<file path="src/rtl/seg7_scan_driver.sv">
`default_nettype none
// +----------------------------------------------------------------------------+
// | Module   : seg7_scan_driver                                                |
// | Brief    : Frame-sampled 2-digit multiplexed 7-segment driver (00..15).    |
// |            Optional build macro: LEADING_ZERO_BLANK_EN (blank tens = 0).   |
// | Revision : 1.0 - initial release                                           |
// +----------------------------------------------------------------------------+
module seg7_scan_driver #(
  parameter int REFRESH_DIV = 50000,
  parameter int SEG_ACT_LOW = 1,
  parameter int AN_ACT_LOW  = 1
) (
  input  logic       clk,
  input  logic       rst,
  input  logic [3:0] count_in,
  output logic [6:0] seg,
  output logic [1:0] an,
  output logic       frame_done
);

  localparam int                 c_psc_w    = (REFRESH_DIV > 1) ? $clog2(REFRESH_DIV) : 1;
  localparam logic [c_psc_w-1:0] c_psc_last = c_psc_w'(REFRESH_DIV - 1);
  localparam logic [6:0]         c_seg_inv  = (SEG_ACT_LOW != 0) ? 7'h7F : 7'h00;
  localparam logic [1:0]         c_an_inv   = (AN_ACT_LOW != 0) ? 2'b11 : 2'b00;

  typedef enum logic [1:0] {
    S_LOAD = 2'd0,
    S_ONES = 2'd1,
    S_TENS = 2'd2
  } state_t;

  // r_state names the phase whose outputs are registered on the next edge,
  // so the first edge after reset release presents the LOAD cycle.
  state_t             r_state, w_state_nxt;
  logic [c_psc_w-1:0] r_psc, w_psc_nxt;
  logic [3:0]         r_snap;
  logic [6:0]         r_seg, w_seg_nxt;
  logic [1:0]         r_an, w_an_nxt;
  logic               r_fd, w_fd_nxt;
  logic               w_tens;
  logic [3:0]         w_ones;

  function automatic logic [6:0] f_seg_code(input logic [3:0] d);
    case (d)
      4'd0:    f_seg_code = 7'h3F;
      4'd1:    f_seg_code = 7'h06;
      4'd2:    f_seg_code = 7'h5B;
      4'd3:    f_seg_code = 7'h4F;
      4'd4:    f_seg_code = 7'h66;
      4'd5:    f_seg_code = 7'h6D;
      4'd6:    f_seg_code = 7'h7D;
      4'd7:    f_seg_code = 7'h07;
      4'd8:    f_seg_code = 7'h7F;
      4'd9:    f_seg_code = 7'h6F;
      default: f_seg_code = 7'h00;
    endcase
  endfunction

  assign w_tens = (r_snap >= 4'd10);
  assign w_ones = w_tens ? (r_snap - 4'd10) : r_snap;

  always_comb begin
    w_state_nxt = r_state;
    w_psc_nxt   = '0;
    w_seg_nxt   = c_seg_inv;
    w_an_nxt    = c_an_inv;
    w_fd_nxt    = 1'b0;
    case (r_state)
      S_LOAD: begin
        w_fd_nxt    = 1'b1;
        w_state_nxt = S_ONES;
      end
      S_ONES: begin
        w_seg_nxt = f_seg_code(w_ones) ^ c_seg_inv;
        w_an_nxt  = 2'b01 ^ c_an_inv;
        if (r_psc == c_psc_last) w_state_nxt = S_TENS;
        else                     w_psc_nxt   = r_psc + 1'b1;
      end
      S_TENS: begin
`ifdef LEADING_ZERO_BLANK_EN
        if (w_tens) begin
          w_seg_nxt = f_seg_code({3'b000, w_tens}) ^ c_seg_inv;
          w_an_nxt  = 2'b10 ^ c_an_inv;
        end
`else
        w_seg_nxt = f_seg_code({3'b000, w_tens}) ^ c_seg_inv;
        w_an_nxt  = 2'b10 ^ c_an_inv;
`endif
        if (r_psc == c_psc_last) w_state_nxt = S_LOAD;
        else                     w_psc_nxt   = r_psc + 1'b1;
      end
      default: w_state_nxt = S_LOAD;
    endcase
  end

  always_ff @(posedge clk or negedge rst) begin
    if (!rst) begin
      r_state <= S_LOAD;
      r_psc   <= '0;
      r_snap  <= 4'd0;
      r_seg   <= c_seg_inv;
      r_an    <= c_an_inv;
      r_fd    <= 1'b0;
    end else begin
      r_state <= w_state_nxt;
      r_psc   <= w_psc_nxt;
      if (r_state == S_LOAD) r_snap <= count_in;
      r_seg   <= w_seg_nxt;
      r_an    <= w_an_nxt;
      r_fd    <= w_fd_nxt;
    end
  end

  assign seg        = r_seg;
  assign an         = r_an;
  assign frame_done = r_fd;

endmodule
`default_nettype wire
</file>
<file path="config.mk">
export PLATFORM = sky130hd
export DESIGN_NAME = seg7_scan_driver
export DESIGN_NICKNAME = d
export VERILOG_FILES = /design/src/rtl/seg7_scan_driver.sv
export SDC_FILE = /design/constraint.sdc
export NUM_CORES = 1
export LEC_CHECK = 0
export ABC_AREA = 1
export CORE_MARGIN = 2
export CORE_UTILIZATION = 30
export DETAILED_ROUTE_END_ITERATION = 10
export HOLD_SLACK_MARGIN = 0.02
export MAX_ROUTING_LAYER = met4
export PLACE_DENSITY = 0.59
export SLEW_MARGIN = 20
export SYNTH_ARGS = -nofsm -noshare
export SYNTH_HDL_FRONTEND = slang
export SYNTH_SLANG_ARGS = --single-unit
export TNS_END_PERCENT = 10
</file>
<file path="constraint.sdc">
create_clock -name clk -period 4.51 [get_ports clk]
set_input_delay 1.353 -clock clk [delete_from_list [all_inputs] [get_ports clk]]
set_output_delay 1.353 -clock clk [all_outputs]
set_load 0.005 [all_outputs]
</file>
==> results of run 1 <==
==> registers in the layout, summed over array words and instances, names as in the netlist <==
register,cells
r_state,2
an,2
r_psc,16
frame_done,1
r_snap,4
seg,7
==> power groups by stage <==
| stage | clock [mW] | combinational, mW | sequential, mW |
|---|---|---|---|
| floorplan | 0 | 0.0272 | 0.313 |
| detailed placement | 0 | 0.0619 | 0.312 |
| global route | 0.296 | 0.0688 | 0.308 |
| finish | 0.274 | 0.0600 | 0.307 |
| global placement | 0 | 0.0614 | 0.312 |
| CTS | 0.284 | 0.0620 | 0.307 |
==> cell usage after synthesis, drive strengths merged, types with 2 or more instances <==
| master | instances |
|---|---|
| a21oi | 3 |
| dfrtp | 23 |
| dfstp | 9 |
| ha | 10 |
| inv | 23 |
| nand2 | 62 |
| nand3 | 13 |
| nor2 | 38 |
| nor3b | 2 |
| o21ai | 13 |
| xnor2 | 2 |
| xor2 | 7 |
==> area by class of cell <==
class	count	area [sq um]	share of cell area
Inverter	24	90.1	0.0440
Multi-Input combinational cell	154	787	0.384
Timing Repair Buffer	16	158	0.0770
Sequential cell	32	812	0.396
Tap cell	72	90.1	0.0440
Clock inverter	3	42.5	0.0208
Clock buffer	5	68.8	0.0336
==> routing by layer <==
layer	up-vias	track usage	wire length, um
li1	697	-	-
met1	635	0.136	1370
met2	13	0.215	1600
met3	7	0.0307	94
met5	-	-	0
met4	0	0.0569	73
==> layout by cell type, fill, tap and decap left out, types with 2 or more instances in the layout <==
cell              n
xor2_1            7
o21ai_2           2
nor3b_1           2
nand2_2           4
a21oi_1           3
nor2_2            2
clkdlybuf4s50_1  15
inv_1            23
ha_1             10
dfstp_2           9
dfrtp_1          23
nor2_1           36
xnor2_1           2
nand3_1          13
o21ai_0          10
clkbuf_8          5
nand2_1          58
==> logic make-up after synthesis <==
kind of cell	share of synthesized area
DFF	0.480
and+or+nand+nor	0.288
adders and majority gates	0.0739
buffers and inverters	0.0554
xor gates and xnor gates	0.0466
AOI/OAI and AO/OA	0.0562
==> final timing paths <==
kind                            start        end  slack, ps  cells after the start
max in group asynchronous         rst     seg[5]       2720                      2
min in group asynchronous         rst  r_psc[15]       1460                      2
min reg2reg                  r_psc[0]   r_psc[0]        490                      1
max                            seg[6]     seg[6]       1860                      1
min                          r_psc[0]   r_psc[0]        490                      1
max reg2reg                r_state[0]     seg[5]       2750                      5
==> per-stage QoR <==
step	hold slack [ps]	cell area (sq um)	power, mW	std cells
floorplan	455	1690	0.341	211
global placement	479	1940	0.373	298
detailed placement	483	1940	0.374	298
CTS	493	2050	0.653	306
global route	515	2050	0.673	306
finish	488	2050	0.641	306
==> metrics.txt, run 1 <==
outcome=completed; Final GP Congestion=0.798; worst slack, placed=between 2000 and 2500 ps; CP max stage delay=520 ps; Post-synth ARST share=1.00; minimum clock period=2650 ps; Syn Area/Cell=8.02 sq um; Filler cells=589; Fmax=between 300 and 400 MHz; Switching Power=0.145 mW; Req. time, crit path=3160 ps; # rows=27; Setup TNS=0 ps; CP Capture Type=primary output; Initial Util=0.309; Clock Power Share=0.427; Worst slew margin=0.648; grt ovf=0; synthesized cell area=approximately 1700 sq um; Die W=just under 80 um; synth warn=0; Synth area leader=dfrtp_1; Sw Share=0.226; synthesis-to-layout area growth=21.0%; Yosys cell types=22; Max Cap Viol=0; Final Hold Violating Endpoints=0; unrepaired setup endpoints after global routing=no; Worst-Margin Slew=about 520 ps; core footprint=5470 sq um; worst path bufs/invs=1; Crit path max-delay family=flip-flops; DR pass1 iterations=4; nets=249; Worst Path Arrival=approximately 1300 ps; post-cts sizing count=0; Clock Latency Late Sink=290 ps; Main synth FF type=dfrtp_1; post-synth top area share=0.340; number of synthesized register bits=32; Clock Skews=~4.0 ps; IO buf count=15; largest net degree at the start of global routing=33; share of layout cells above drive strength 1=0.111; DRT iter0 DRCs=slightly below 60; leakage power=0.966 nW; final setup vio count=0; Worst path slowest cell=dfstp_2; post-route DRC violation count=0; Max IR drop VDD=0.134 mV; Ports=16; internal power=0.496 mW; Clock Path Buffers=2; Hold WC Path Type=flip-flop to flip-flop; Worst-path clk slew=about 70 ps; TritonCTS Sinks=32; Synth area leaders=dfrtp_1 (34%), dfstp_2 (14%), nand2_1 (13%), nor2_1 (8.0%), ha_1 (7.4%); initial antenna violation count=0; hpwl dp=2.45 mm; Inserted Clock Buffers=5; drt wl/cell=10.3 um; Critical Path Source Type=flip-flop; combinational group share of total power=0.094; global-route wire length before repair=5.96 mm; number of global-route vias before repair=1354; Tot GR Track Use=0.125; DR vias/cell=4.42; pwr dens=313 nW/um^2; worst path cell trace=clkdlybuf4s50_1; vias=1352; DIE HEIGHT=roughly 80 um; CTS H-tree lvls=2; Routed Antenna Nets=0; final setup margin=1860 ps; # Post-CTS Setup Buffers=0; Final period util=0.588; Syn Inst Count=211; Post-synth EDFFs=0; Slew Viols, Final=0; full die area=between 6000 and 7000 sq um; Seq pwr share=0.479; crit-path max FO=1; critical path type=flip-flop to primary output; sequential share of the synthesized area=0.480; TritonCTS clock tree=yes; Mapped Nets=227; Detailed Route WL=3.14 mm; Hold Buf Count CTS=0; clk root buf=clkbuf_8; Util after Layout=0.374; n_diodes=0
Power figures use the tool's default switching activity.
==> inputs of run 2 (changes only) <==
clock period = 2.5 ns   (was 4.51 ns; I/O delays follow)
==> run 2 against run 1 <==
  * Total power increased by 88%
  * Final cell count did not move
  * Global-route usage is essentially flat
  * Via count shrank 2.8%
  * First-iteration DRC count shrank 22%
  * Core utilization is 0.27 points higher
  * Die area is the same
  * Largest cell class unchanged
==> metrics.txt, run 2 (synthesized netlist as in run 1, its figures left out) <==
unrepaired setup endpoints after global routing=no; drt wl/cell=10.8 um; Ports=16; Filler cells=between 500 and 600; Tot GR Track Use=0.125; Inserted Clock Buffers=5; Final Hold Violating Endpoints=0; Min-Delay Startpoint=r_psc[0]; Worst path slowest cell=dfstp_2; Slew Viols, Final=0; worst path cell trace=clkdlybuf4s50_1; Most flops, register=r_psc; Critical Path Source Type=flip-flop; Worst Path Arrival=approximately 1300 ps; Max Cap Viol=0; # Post-CTS Setup Buffers=0; leakage power=0.976 nW; Req. time, crit path=1750 ps; nets=249; Clock Latency Late Sink=280 ps; share of layout cells above drive strength 1=0.111; DR pass1 iterations=4; core footprint=approximately 5500 sq um; synthesis-to-layout area growth=21.9%; hpwl dp=around 2.5 mm; Die W=79.1 um; max reg flops=16; Worst-Margin Slew=400 ps; fin area=2060 sq um; critical path type=flip-flop to primary output; Worst slew margin=0.730; n_diodes=0; largest net degree at the start of global routing=33; initial antenna violation count=0; outcome=completed; Hold WC Path Type=flip-flop to flip-flop; Hold Buf Count CTS=0; Final period util=0.822; IO buf count=15; pwr dens=584 nW/um^2; final setup margin=445 ps; Setup TNS=0 ps; Final GP Congestion=0.864; crit path launch=seg[1]; final setup vio count=0; vias=1314; multi-input logic area=787 sq um; DP Area=between 1500 and 2000 sq um; worst slack, placed=733 ps; number of global-route vias before repair=1370; full die area=6260 sq um; Initial Util=0.309; Max IR drop VDD=0.284 mV; Clock Skews=between 8 and 9 ps; CP Capture Type=primary output; total area of sequential cells=around 810 sq um; worst path bufs/invs=1; crit-path max FO=1; TritonCTS clock tree=yes; most frequent cells in the layout=nand2_1 (58), nor2_1 (36), inv_1 (23), dfrtp_1 (23), clkdlybuf4s50_1 (15); post-route DRC violation count=0; Critical R2R Launch=r_state[0]; minimum clock period=2060 ps; Routed Antenna Nets=0; grt ovf=0; Worst-path clk slew=approximately 70 ps; CTS H-tree lvls=2; most common cell after layout, fill and taps aside=nand2_1; Detailed Route WL=roughly 3.3 mm; DIE HEIGHT=between 70 and 80 um; Fmax=487 MHz; global-route wire length before repair=around 6.0 mm; # rows=27; DRT iter0 DRCs=46; DR vias/cell=4.29; clk root buf=clkbuf_8; post-cts sizing count=0; TritonCTS Sinks=32; Clock Path Buffers=2; Crit path max-delay family=flip-flops; CP max stage delay=530 ps
==> run 2: final cells by class <==
class,instances,area share
timing repair buffer,16,0.0764
tap,72,0.0437
clock buffer,7,0.0467
clock inverter,1,0.0146
inverter,24,0.0437
sequential,32,0.394
multi-input combinational,154,0.381
==> run 2: path summary, 6_finish.rpt <==
path                       endpoint  slack (ps)  cells past startpoint
max                          seg[1]         440                      1
min                        r_psc[0]         490                      1
max reg2reg                  seg[0]         810                      5
min reg2reg                r_psc[0]         490                      1
max in group asynchronous    seg[3]        1310                      2
min in group asynchronous  r_psc[3]         860                      2
==> run 2: power by group <==
group          switching, mW  total (mW)  internal, mW
registers            0.00774       0.555         0.547
clock network          0.191       0.542         0.352
logic                 0.0544       0.108        0.0537
==> run 2: metrics by stage <==
stage           util  hold WS (ps)  std cells  power, mW
6_report       0.377           493        306       1.21
5_1_grt        0.377           530        306       1.26
4_1_cts        0.377           497        306       1.23
3_5_place_dp   0.354           487        298      0.676
3_3_place_gp   0.354           474        298      0.676
2_1_floorplan      -           454        211      0.614
==> run 2: per-layer routing <==
layer | GRT usage | routed length, um
met3 | 0.0341 | 102
met4 | 0.0259 | 26
met2 | 0.226 | 1710
met5 | - | 0
met1 | 0.138 | 1450
==> inputs of run 3 (changes only) <==
clock period = 1.9 ns   (was 2.5 ns; I/O delays follow)
==> run 3 against run 2 <==
  * Sequential cell count unchanged
  * Non-clock buffer count increased by 3
  * Sequential share of layout area decreased by 0.38 points
  * Cell area increased by 0.97%
  * Total power increased by 19%
  * Clock skew increased by 0.96 ps
  * Hold slack improved by 10 ps
  * Core utilization increased by 0.37 points
  * Setup slack got worse by 410 ps
  * Highest routed layer unchanged
==> metrics.txt, run 3 (synthesized netlist as in run 1, its figures left out) <==
outcome=completed; final total power=1.43 mW; Worst Path Arrival=1290 ps; grt ovf=0; IO buf count=15; TritonCTS Sinks=32; TritonCTS clock tree=yes; CP endpoint=an[1]; Most flops, register=r_psc; core footprint=5470 sq um; CP max stage delay=520 ps; drt wl/cell=approximately 11 um; minimum clock period=1860 ps; CTS H-tree lvls=2; worst path cell trace=clkdlybuf4s50_1; hpwl dp=2.47 mm; DIE HEIGHT=79.1 um; final setup vio count=0; CP Capture Type=primary output; Routed Antenna Nets=0; nets=252; Clock Latency Late Sink=between 200 and 300 ps; Max IR drop VDD=0.323 mV; Worst-Margin Slew=around 310 ps; Clock Skews=9.22 ps; critical path type=flip-flop to primary output; Setup TNS=0 ps; crit-path max FO=1; Reg-to-Reg End=r_psc[14]; max reg flops=16; Final Hold Violating Endpoints=0; unrepaired setup endpoints after global routing=no; Hold WC Path Type=flip-flop to flip-flop; Slew Viols, Final=0; largest net degree at the start of global routing=33; critical path depth in cells=1; pwr dens=approximately 690 nW/um^2; Fmax=537 MHz; n_diodes=0; Die W=79.1 um; synthesis-to-layout area growth=23.1%; DR vias/cell=4.34; Worst path slowest cell=dfstp_2; Max Cap Viol=0; leakage power=1.04 nW; Req. time, crit path=between 1000 and 1500 ps; initial antenna violation count=0; Clock Path Buffers=2; global-route wire length before repair=about 5.7 mm; Hold Buf Count CTS=0; Tot GR Track Use=0.120; Worst slew margin=0.790; Critical R2R Launch=r_psc[0]; Critical Path Source Type=flip-flop; number of global-route vias before repair=1339; worst path bufs/invs=1; most frequent cells in the layout=nand2_1 (58), nor2_1 (36), inv_1 (23), dfrtp_1 (23), nand3_1 (13); vias=1341; Inserted Clock Buffers=5; full die area=around 6300 sq um; Final period util=0.980; Final GP Congestion=0.904; most common cell after layout, fill and taps aside=nand2_1; # rows=27; R2R Setup Slk=320 ps; Worst R2R Path Depth=8; crit path launch=an[1]; Initial Util=0.309; share of layout cells above drive strength 1=0.122; clk root buf=clkbuf_8; DRT iter0 DRCs=59; Crit path max-delay family=flip-flops; Detailed Route WL=3.28 mm; Worst-path clk slew=70 ps; Ports=16; post-route DRC violation count=0; DR pass1 iterations=4
[run 3: layout make-up]
type                       instances  area, sq um
clock inverter                     2         15.0
inverter                          24         90.1
sequential                        32          812
clock buffer                       6         82.6
tap                               72         90.1
fill                             560         3390
multi-input combinational        154          787
timing repair buffer              19          206
[run 3: where the power goes]
part	switching (mW)	total (mW)	internal [mW]
combinational	0.0739	0.144	0.0697
clock	0.266	0.559	0.293
sequential	0.00956	0.729	0.719
total	0.349	1.43	1.08
[run 3: how the worst min path moves through the flow]
stage,startpoint,end,slack [ps],cells past startpoint
after floorplan,rst,frame_done,270,0
after global placement,r_psc[0],r_psc[0],480,1
after detailed placement,r_psc[0],r_psc[0],490,1
after CTS,r_psc[0],r_psc[0],500,1
after global routing,r_psc[0],r_psc[0],520,1
final,r_psc[0],r_psc[0],500,1
[run 3: per-layer routing]
metal | vias up | GRT usage | part of all wire
met5 | - | - | 0
met4 | 0 | 0.0517 | 0.020
met3 | 7 | 0.0341 | 0.037
met2 | 19 | 0.204 | 0.49
met1 | 611 | 0.131 | 0.45
li1 | 704 | - | -
[run 3: through the flow]
step / utilization / std cells / instance area [sq um] / hold WS, ps / worst slack (ps)
2_1_floorplan: - / 211 / 1690 / 274 / 425
3_3_place_gp: 0.360 / 301 / 1970 / 483 / 317
3_5_place_dp: 0.360 / 301 / 1970 / 491 / 319
4_1_cts: 0.378 / 309 / 2070 / 501 / 9.92
5_1_grt: 0.381 / 309 / 2080 / 524 / 2.03
6_report: 0.381 / 309 / 2080 / 504 / 38.2
[run 3: repair_timing]
action                                  CTS  global route
endpoints found under the setup margin    1             6
gates resized for setup                   1             6
buffers inserted                          0             0
gates cloned                              0             0
